<file path="config.mk">
export PLATFORM = sky130hd
export DESIGN_NAME = gray_sync_decoder
export DESIGN_NICKNAME = d
export VERILOG_FILES = /design/src/rtl/gray_pkg.sv /design/src/rtl/sync_chain.sv /design/src/rtl/gray_sync_decoder.sv
export SDC_FILE = /design/constraint.sdc
export NUM_CORES = 1
export LEC_CHECK = 0
export BUFFER_PORTS_ARGS = -buffer_cell sky130_fd_sc_hd__buf_2
export CORE_MARGIN = 2
export CORE_UTILIZATION = 51
export CTS_BUF_LIST = sky130_fd_sc_hd__clkbuf_4 sky130_fd_sc_hd__clkbuf_8 sky130_fd_sc_hd__clkbuf_16
export DETAILED_ROUTE_END_ITERATION = 6
export GPL_ROUTABILITY_DRIVEN = 0
export MAX_ROUTING_LAYER = met4
export PLACE_DENSITY = 0.83
export SLEW_MARGIN = 30
export SYNTH_ARGS = -nofsm -noshare
export SYNTH_HDL_FRONTEND = slang
export SYNTH_SLANG_ARGS = --single-unit
</file>
<file path="constraint.sdc">
create_clock -name clk -period 2.6 [get_ports clk]
set_input_delay 0.52 -clock clk [delete_from_list [all_inputs] [get_ports clk]]
set_output_delay 0.52 -clock clk [all_outputs]
set_load 0.02 [all_outputs]
</file>
<file path="src/rtl/gray_pkg.sv">
// rtl/gray_pkg.sv - shared Gray-code helpers and default sizing
//
// Purpose: Gray/binary conversion functions and default counter
//          geometry shared by the Gray counter and its consumers.
// Contents:
//   GRAY_WIDTH_DEFAULT     default count width (4 bits for a 16-state counter)
//   GRAY_MAX_COUNT_DEFAULT default terminal count of the upstream counter
//   gray2bin(g)            Gray -> binary, any width up to 32 (zero-extend input)
//   bin2gray(b)            binary -> Gray, any width up to 32 (zero-extend input)
// Optional feature macro used by consumers: GRAY_SYNC_ERRCNT_EN

package gray_pkg;

  localparam int GRAY_WIDTH_DEFAULT     = 4;
  localparam int GRAY_MAX_COUNT_DEFAULT = 15;

  // Zero bits above the real width decode to zero, so a zero-extended
  // operand yields the correct narrow result in the low bits.
  function automatic logic [31:0] gray2bin(input logic [31:0] g);
    logic [31:0] b;
    b[31] = g[31];
    for (int i = 30; i >= 0; i--) begin
      b[i] = b[i+1] ^ g[i];
    end
    return b;
  endfunction

  function automatic logic [31:0] bin2gray(input logic [31:0] b);
    return b ^ (b >> 1);
  endfunction

endpackage

</file>
<file path="src/rtl/sync_chain.sv">
// rtl/sync_chain.sv - generic N-stage, W-bit flop synchronizer
//
// Purpose: plain flop chain for clock-domain crossing; no logic between
//          stages so every stage after the first sees a settled value.
// Ports:
//   clk      in  1  destination clock, rising edge
//   reset_n  in  1  synchronous active-low reset, clears every stage
//   d        in  W  asynchronous input
//   q        out W  output of the last stage

module sync_chain #(
  parameter int STAGES = 2,
  parameter int W      = 4
) (
  input  logic         clk,
  input  logic         reset_n,
  input  logic [W-1:0] d,
  output logic [W-1:0] q
);

  logic [W-1:0] stage [STAGES];

  always_ff @(posedge clk) begin
    if (!reset_n) begin
      for (int i = 0; i < STAGES; i++) begin
        stage[i] <= '0;
      end
    end else begin
      stage[0] <= d;
      for (int i = 1; i < STAGES; i++) begin
        stage[i] <= stage[i-1];
      end
    end
  end

  assign q = stage[STAGES-1];

endmodule

</file>
<file path="src/rtl/gray_sync_decoder.sv">
// rtl/gray_sync_decoder.sv - synchronize, decode and step-check a Gray count
//
// Purpose: brings a Gray count from a foreign timing context through a
//          flop synchronizer, registers its binary decode and flags every
//          change that is not +1 or the MAX_COUNT->0 wrap.
// Ports:
//   clk         in  1      sole clock, rising edge
//   reset_n     in  1      synchronous active-low reset
//   gray_in     in  WIDTH  Gray-coded count, asynchronous to clk
//   err_clr     in  1      clears sticky err (level-sampled)
//   binary_out  out WIDTH  registered binary decode of the synchronized value
//   valid       out 1      synchronizer pipeline has filled since reset
//   step        out 1      pulse: binary_out advanced by one (incl. wrap)
//   wrap        out 1      pulse: binary_out went MAX_COUNT->0
//   err         out 1      sticky illegal-transition flag
//   err_count   out 8      saturating illegal-transition count
//                          (present only with GRAY_SYNC_ERRCNT_EN defined)

module gray_sync_decoder
  import gray_pkg::*;
#(
  parameter int WIDTH       = GRAY_WIDTH_DEFAULT,
  parameter int SYNC_STAGES = 2,
  parameter int MAX_COUNT   = GRAY_MAX_COUNT_DEFAULT
) (
  input  logic             clk,
  input  logic             reset_n,
  input  logic [WIDTH-1:0] gray_in,
  input  logic             err_clr,
  output logic [WIDTH-1:0] binary_out,
  output logic             valid,
  output logic             step,
  output logic             wrap,
  output logic             err
`ifdef GRAY_SYNC_ERRCNT_EN
  ,
  output logic [7:0]       err_count
`endif
);

  localparam logic [WIDTH:0] MAX_V     = (WIDTH+1)'(MAX_COUNT);
  localparam logic [2:0]     FILL_DONE = 3'(SYNC_STAGES);

  logic [WIDTH-1:0] gray_sync;
  logic [WIDTH-1:0] dec;
  logic [WIDTH:0]   old_ext;
  logic [WIDTH:0]   new_ext;
  logic [2:0]       fill_cnt;
  logic             is_same;
  logic             is_step;
  logic             is_wrap;
  logic             over_max;
  logic             illegal;

  sync_chain #(
    .STAGES (SYNC_STAGES),
    .W      (WIDTH)
  ) u_sync (
    .clk     (clk),
    .reset_n (reset_n),
    .d       (gray_in),
    .q       (gray_sync)
  );

  assign dec = WIDTH'(gray2bin(32'(gray_sync)));

  // Compare one bit wider so old+1 at the top of the range cannot alias to 0.
  always_comb begin
    old_ext  = {1'b0, binary_out};
    new_ext  = {1'b0, dec};
    is_same  = (new_ext == old_ext);
    is_step  = (old_ext < MAX_V) && (new_ext == old_ext + (WIDTH+1)'(1));
    is_wrap  = (old_ext == MAX_V) && (new_ext == '0);
    over_max = (new_ext > MAX_V);
    illegal  = over_max || !(is_same || is_step || is_wrap);
  end

  always_ff @(posedge clk) begin
    if (!reset_n) begin
      fill_cnt   <= '0;
      valid      <= 1'b0;
      binary_out <= '0;
      step       <= 1'b0;
      wrap       <= 1'b0;
      err        <= 1'b0;
    end else begin
      // binary_out tracks the decode even during fill, so the first checked
      // edge compares two values that both came through the synchronizer.
      binary_out <= dec;
      if (fill_cnt != FILL_DONE) begin
        fill_cnt <= fill_cnt + 3'd1;
      end
      if (fill_cnt == FILL_DONE) begin
        valid <= 1'b1;
      end
      step <= valid && (is_step || is_wrap);
      wrap <= valid && is_wrap;
      // Set wins over clear on the same edge.
      if (valid && illegal) begin
        err <= 1'b1;
      end else if (err_clr) begin
        err <= 1'b0;
      end
    end
  end

`ifdef GRAY_SYNC_ERRCNT_EN
  always_ff @(posedge clk) begin
    if (!reset_n) begin
      err_count <= '0;
    end else if (valid && illegal) begin
      if (err_clr) begin
        err_count <= 8'd1;
      end else if (err_count != 8'hFF) begin
        err_count <= err_count + 8'd1;
      end
    end else if (err_clr) begin
      err_count <= '0;
    end
  end
`endif

endmodule

</file>
==> reports/results.ini, run 1 <==
[floorplanning]
die_x_um=43.07
placementRows=14
die_h_um=43.07
core_area_um2=1471
io_pins=15
die-area_um2=1855
start_util_pct=52.89

[sta]
fin_skew_ns=0.009542
max_freq_mhz=430.9
worstMarginPinSlew_ns=0.3115
slew_violations=0
min_period_over_period_pct=89.27
relSlewSlack_pct=79.19
rsz0062_at_grt=no
hold_viol=0
hold_ws_ns=0.4247
fin_crit_ns=2.321
setup_viol=0
finalSetupTns_ns=0

[hold_path]
min_to=u_sync.stage[0][2]$_SDFF_PN0_
hold_start=gray_in[2]
hold_path.class=in2reg
hold_depth=2

[detailed_routing]
vias=524
ant_nets=0
drt_iter0_drc=13
drt_wl_total_um=1180
drc=0
wl_per_cell_um=10.93
dr.pass1.iters=3
via_per_inst=4.852

[layout]
layout_commonest_cell=dfxtp_1
syn2layout_area_growth_pct=14.63
antenna_cells=0
seq_area_um2=380.4
drive_gt1_share_pct=22.83
n_fill_cell=132
multi_input_area_um2=379.1
layout_common_cells=19 x dfxtp_1, 14 x buf_2, 12 x and2_1
design_area_um2=892.1
layout.nets=105

[worst_setup_path]
cp_common_cell=ha_1
worstSetupPathType=reg2reg
regToRegSetupSlack_ns=0.28
end_kind=register
r2r_end=step$_SDFF_PN0_
worst_path_max_delay_cell=or4_1
r2r_cells=7
critPathArrivalTime_ns=2.54
crit_fanout=5
crit_path_max_incr_delay_ns=0.51
r2r-start=u_sync.stage[0][7]$_SDFF_PN0_
crit_required_ns=2.82
crit_chain=inv_1 > ha_1 > xnor2_2 > ha_1 > xnor2_1 > or4_1 > a21oi_1
cp-start-kind=register

[cts]
htree_levels=1
cts-hold-fix-buffers=0
cts_resized=0
clock_path_buffers=2
clk_latency_ns=0.29
cts_tree=built
cts_made_buffers=3
cts_setup_buffers=0
path_clk_slew_ns=0.11
cts_sinks=19
root_buffer=clkbuf_4

[global_route]
grt_max_degree=20
busiest_layer=met2
grt_use_total_pct=16.41
use_met3_pct=2.979
grt_pass1_vias=516
grtUsageMet2_pct=24.85
met1_usage_pct=18.50
grt_antenna_before_repair=0
overflow=0
grt_pass1_wl_um=2097

[synthesis]
yosys.area_share.simple_pct=22.99
yosys.area_share.adder_pct=8.039
ys_seq_elements=19
synth_ff_type=dfxtp_1
ys_seq_area_share_pct=48.87
avgSynthCellArea_um2=10.38
synth.top_cell.area_share_pct=48.87
muxShareOfSynthArea_pct=1.286
yosys.area.top_type=dfxtp_1
yosys_warnings=0
synth-edff-count=0
synth_compound_area_share_pct=5.305
netlist_area_um2=778.2
synth_area_leaders=dfxtp_1 49%, and2_1 9.6%, ha_1 8.0%, xnor2_1 7.9%, nand3_1 2.6%
async_flop_share_pct=0
synth_xor_area_share_pct=11.09
netlist_instances=75
synth.distinct_cells=26
synth_nets=87
synth_top_family_by_area=simple AND/OR/NAND/NOR gates

[outcome]
status=finished, final reports clean

[run]
drv_cap=0

[power_and_ir_drop]
ir_worst_vdd_v=0.0004253
report.power.total_mw=0.6418
p_per_area_nw_per_um2=719.4
p_leak_nw=0.3900

[placed_design]
io_buffers=14
place_area_um2=864.6
place_hpwl_um=872.9

## kinds of logic after synthesis
| kind of cell | after synthesis |
|---|---|
| DFF | 19 |
| and+or+nand+nor | 30 |
| xor gates and xnor gates | 9 |
| adders and majority gates | 5 |
| AOI/OAI and AO/OA | 6 |
| buffers and inverters | 5 |
| muxes | 1 |
## per-layer routing
metal  up-vias  share of wire, %
met5         -                 0
met4         0               1.3
met3         2               4.6
met2        13                48
met1       228                46
li1        281                 -
## worst max-delay path by stage
stage / slack (ns) / end / cells past startpoint / startpoint
3_5_place_dp: 0.32 / step$_SDFF_PN0_ / 7 / u_sync.stage[0][7]$_SDFF_PN0_
3_3_place_gp: 0.45 / step$_SDFF_PN0_ / 7 / u_sync.stage[0][7]$_SDFF_PN0_
5_1_grt: 0.12 / step$_SDFF_PN0_ / 7 / u_sync.stage[0][7]$_SDFF_PN0_
4_1_cts: 0.28 / step$_SDFF_PN0_ / 7 / u_sync.stage[0][7]$_SDFF_PN0_
6_report: 0.28 / step$_SDFF_PN0_ / 7 / u_sync.stage[0][7]$_SDFF_PN0_
2_1_floorplan: 0.50 / step$_SDFF_PN0_ / 7 / u_sync.stage[0][7]$_SDFF_PN0_
## cells in the mapped netlist, types with 2 or more instances
| master | instances |
|---|---|
| dfxtp_1 | 19 |
| and2_1 | 12 |
| xnor2_1 | 7 |
| ha_1 | 5 |
| inv_1 | 4 |
| nand3_1 | 4 |
| nor2_1 | 3 |
| nand2_1 | 2 |
| nor2b_1 | 2 |
## power breakdown
part	switching [mW]	total (mW)	internal [mW]
combinational	0.0747	0.149	0.0740
sequential	0.0260	0.351	0.325
clock	0.0852	0.142	0.0572
total	0.186	0.642	0.456
## final cells by class
cell class / count / area share (%)
sequential: 19 / 42.64
tap: 16 / 2.244
clock inverter: 1 / 0.5610
clock buffer: 3 / 2.525
timing repair buffer: 14 / 7.854
multi-input combinational: 51 / 42.50
inverter: 4 / 1.683
## stage by stage
step | setup WS, ns | cells | util, %
6_report | 0.2791 | 108 | 60.63
5_1_grt | 0.1212 | 108 | 60.63
4_1_cts | 0.2772 | 108 | 60.63
3_5_place_dp | 0.3205 | 104 | 58.76
3_3_place_gp | 0.4495 | 104 | 58.76
2_1_floorplan | 0.4989 | 75 | -
## worst max-delay path: cells and delay by family, from the launching register on
kind | cells | cell delay [ns]
xor+xnor | 2 | 0.46
flops | 1 | 0.38
compound gates | 1 | 0.16
fa+ha+maj | 2 | 0.68
simple gates | 1 | 0.51
buf+inv | 1 | 0.05
## state kept, by name (all words and copies together) (netlist names)
register / count
fill_cnt: 3
u_sync.stage: 8
binary_out: 4
wrap: 1
step: 1
valid: 1
err: 1
(Power assumes the default switching activity.)
==> run 2: changes to the inputs <==
CORE_UTILIZATION = 50   (was 51)
CTS_BUF_LIST = sky130_fd_sc_hd__clkbuf_4 sky130_fd_sc_hd__clkbuf_8   (was sky130_fd_sc_hd__clkbuf_4 sky130_fd_sc_hd__clkbuf_8 sky130_fd_sc_hd__clkbuf_16)
PLACE_DENSITY = 0.85   (was 0.83)
clock period = 1.9 ns   (was 2.6 ns; I/O delays follow)
==> run 2 against run 1 <==
Compared with the run above: worst setup slack worse by 0.19 ns; count of clock-buffer cells in the layout is the same; hold slack got worse by 0.15 ns; clock skew is 0.0047 ns lower; final area up 11%; critical path type unchanged.
==> reports/results.ini, run 2 (synthesized netlist as in run 1, its figures left out) <==
[floorplanning]
io_pins=15  ; unchanged
die-area_um2=1888  ; +1.8%
start_util_pct=52.27  ; -0.62 points
core_area_um2=1489  ; +1.2%
die_h_um=43.45  ; +0.89%
die_x_um=43.45  ; +0.89%
placementRows=14  ; unchanged

[layout]
largest_reg_flops=8  ; unchanged
layout_common_cells=17 x dfxtp_1, 14 x buf_2, 12 x and2_1
reg_top3=u_sync.stage (8), binary_out (4), fill_cnt (3)
final_cells=111  ; +2.8%
drive_gt1_share_pct=35.79  ; +13 points
n_fill_cell=126  ; -4.5%
syn2layout_area_growth_pct=26.85
antenna_cells=0  ; unchanged
layout.nets=108  ; +2.9%
largest_register=u_sync.stage
layout_commonest_cell=dfxtp_1

[global_route]
overflow=0  ; unchanged
grt_pass1_wl_um=2201  ; +5.0%
grt_max_degree=20  ; unchanged
grt_antenna_before_repair=0  ; unchanged
grt_pass1_vias=570  ; +10%
grt_use_total_pct=16.35  ; -0.056 points

[sta]
relSlewSlack_pct=80.44  ; +1.2 points
max_freq_mhz=553.4  ; +28%
setup_viol=0  ; unchanged
finalSetupTns_ns=0  ; unchanged
hold_viol=0  ; unchanged
fin_skew_ns=0.004802  ; -0.004739 ns
min_period_over_period_pct=95.10  ; +5.8 points
worstMarginPinSlew_ns=0.2928  ; -0.01871 ns
fin_crit_ns=1.807  ; -0.5140 ns
fin_ws_ns=0.09303  ; -0.1860 ns
slew_violations=0  ; unchanged

[worst_setup_path]
crit_path_start=u_sync.stage[0][7]$_SDFF_PN0_
worstSetupPathType=reg2reg
cp-start-kind=register
critPathArrivalTime_ns=2.04  ; -0.50 ns
cp-endpoint=step$_SDFF_PN0_
r2r-start=u_sync.stage[0][7]$_SDFF_PN0_
r2r_cells=7  ; unchanged
regToRegSetupSlack_ns=0.09  ; -0.19 ns
crit_fanout=3  ; -2
crit_required_ns=2.14  ; -0.68 ns
r2r_end=step$_SDFF_PN0_
end_kind=register

[cts]
htree_levels=1  ; unchanged
cts-hold-fix-buffers=0  ; unchanged
clk_latency_ns=0.29  ; about the same
root_buffer=clkbuf_4
path_clk_slew_ns=0.11  ; about the same
cts_tree=built
cts_sinks=19  ; unchanged
cts_made_buffers=3  ; unchanged
clock_path_buffers=2  ; unchanged

[detailed_routing]
via_per_inst=5.000  ; +3.1%
dr.pass1.iters=4  ; +1
drt_iter0_drc=2  ; -11
ant_nets=0  ; unchanged
vias=555  ; +5.9%
wl_per_cell_um=11.50  ; +5.3%
drt_wl_total_um=1277  ; +8.2%
drc=0  ; unchanged

[hold_path]
hold_path.class=in2reg

[outcome]
status=finished, final reports clean

[placed_design]
io_buffers=14  ; unchanged
place_hpwl_um=865.4  ; -0.86%
pre_cts_slack_ns=0.006948  ; -0.3136 ns
placedCellCount=105  ; +0.96%

[power_and_ir_drop]
p_per_area_nw_per_um2=942.3  ; +31%
p_leak_nw=0.4225  ; +8.3%
report.power.total_mw=0.9302  ; +45%
ir_worst_vdd_v=0.0004912  ; +16%

[run]
drv_cap=0  ; unchanged

[run 2: per-layer routing]
| metal | GRT usage [%] | wire, um | vias up |
|---|---|---|---|
| met1 | 19.00 | 577 | 242 |
| met2 | 26.57 | 600 | 25 |
| li1 | - | - | 286 |
| met5 | - | 0 | - |
| met3 | 2.917 | 90 | 2 |
| met4 | 9.091 | 10 | 0 |
[run 2: worst min-delay path by stage]
stage	depth (start not counted)	slack [ns]	from	endpoint
finish	2	0.28	gray_in[0]	u_sync.stage[0][0]$_SDFF_PN0_
global route	2	0.28	gray_in[0]	u_sync.stage[0][0]$_SDFF_PN0_
CTS	2	0.27	gray_in[0]	u_sync.stage[0][0]$_SDFF_PN0_
detailed placement	1	0.42	u_sync.stage[0][0]$_SDFF_PN0_	u_sync.stage[0][4]$_SDFF_PN0_
global placement	1	0.41	u_sync.stage[0][1]$_SDFF_PN0_	u_sync.stage[0][5]$_SDFF_PN0_
floorplan	1	0.41	u_sync.stage[0][3]$_SDFF_PN0_	u_sync.stage[0][7]$_SDFF_PN0_
[run 2: area by class of cell]
type,count,area (um^2),area share [%]
Clock inverter,1,5.005,0.5070
Timing Repair Buffer,17,92.59,9.379
Inverter,4,15.01,1.521
Tap cell,16,20.02,2.028
Sequential cell,19,382.9,38.78
Clock buffer,3,22.52,2.281
Multi-Input combinational cell,51,449.2,45.50
[run 2: worst max-delay path, cell delays in order, from the launching register on]
cell     delay, ns
dfxtp_2       0.35
inv_2         0.04
ha_4          0.25
xnor2_4       0.17
ha_4          0.25
xnor2_4       0.15
or4_4         0.42
a21oi_2       0.12
[run 2: timing repair]
| action | in CTS | in global routing |
|---|---|---|
| endpoints found under the setup margin | 1 | 1 |
| resized for setup | 3 | 4 |
| pin swaps | 4 | 6 |
| setup buffers | 2 | 1 |
[run 2: where the power goes]
part	internal (mW)	switching [mW]
Sequential	0.445	0.0374
Combinational	0.134	0.117
Clock	0.0782	0.119
[run 2: stage by stage]
step	util, %	hold slack, ns	cell area, um^2
detailed placement	61.09	0.4169	909.6
global placement	61.09	0.4150	909.6
finish	66.30	0.2777	987.2
global route	66.30	0.2795	987.2
CTS	64.54	0.2658	960.9
floorplan	-	0.4118	815.8
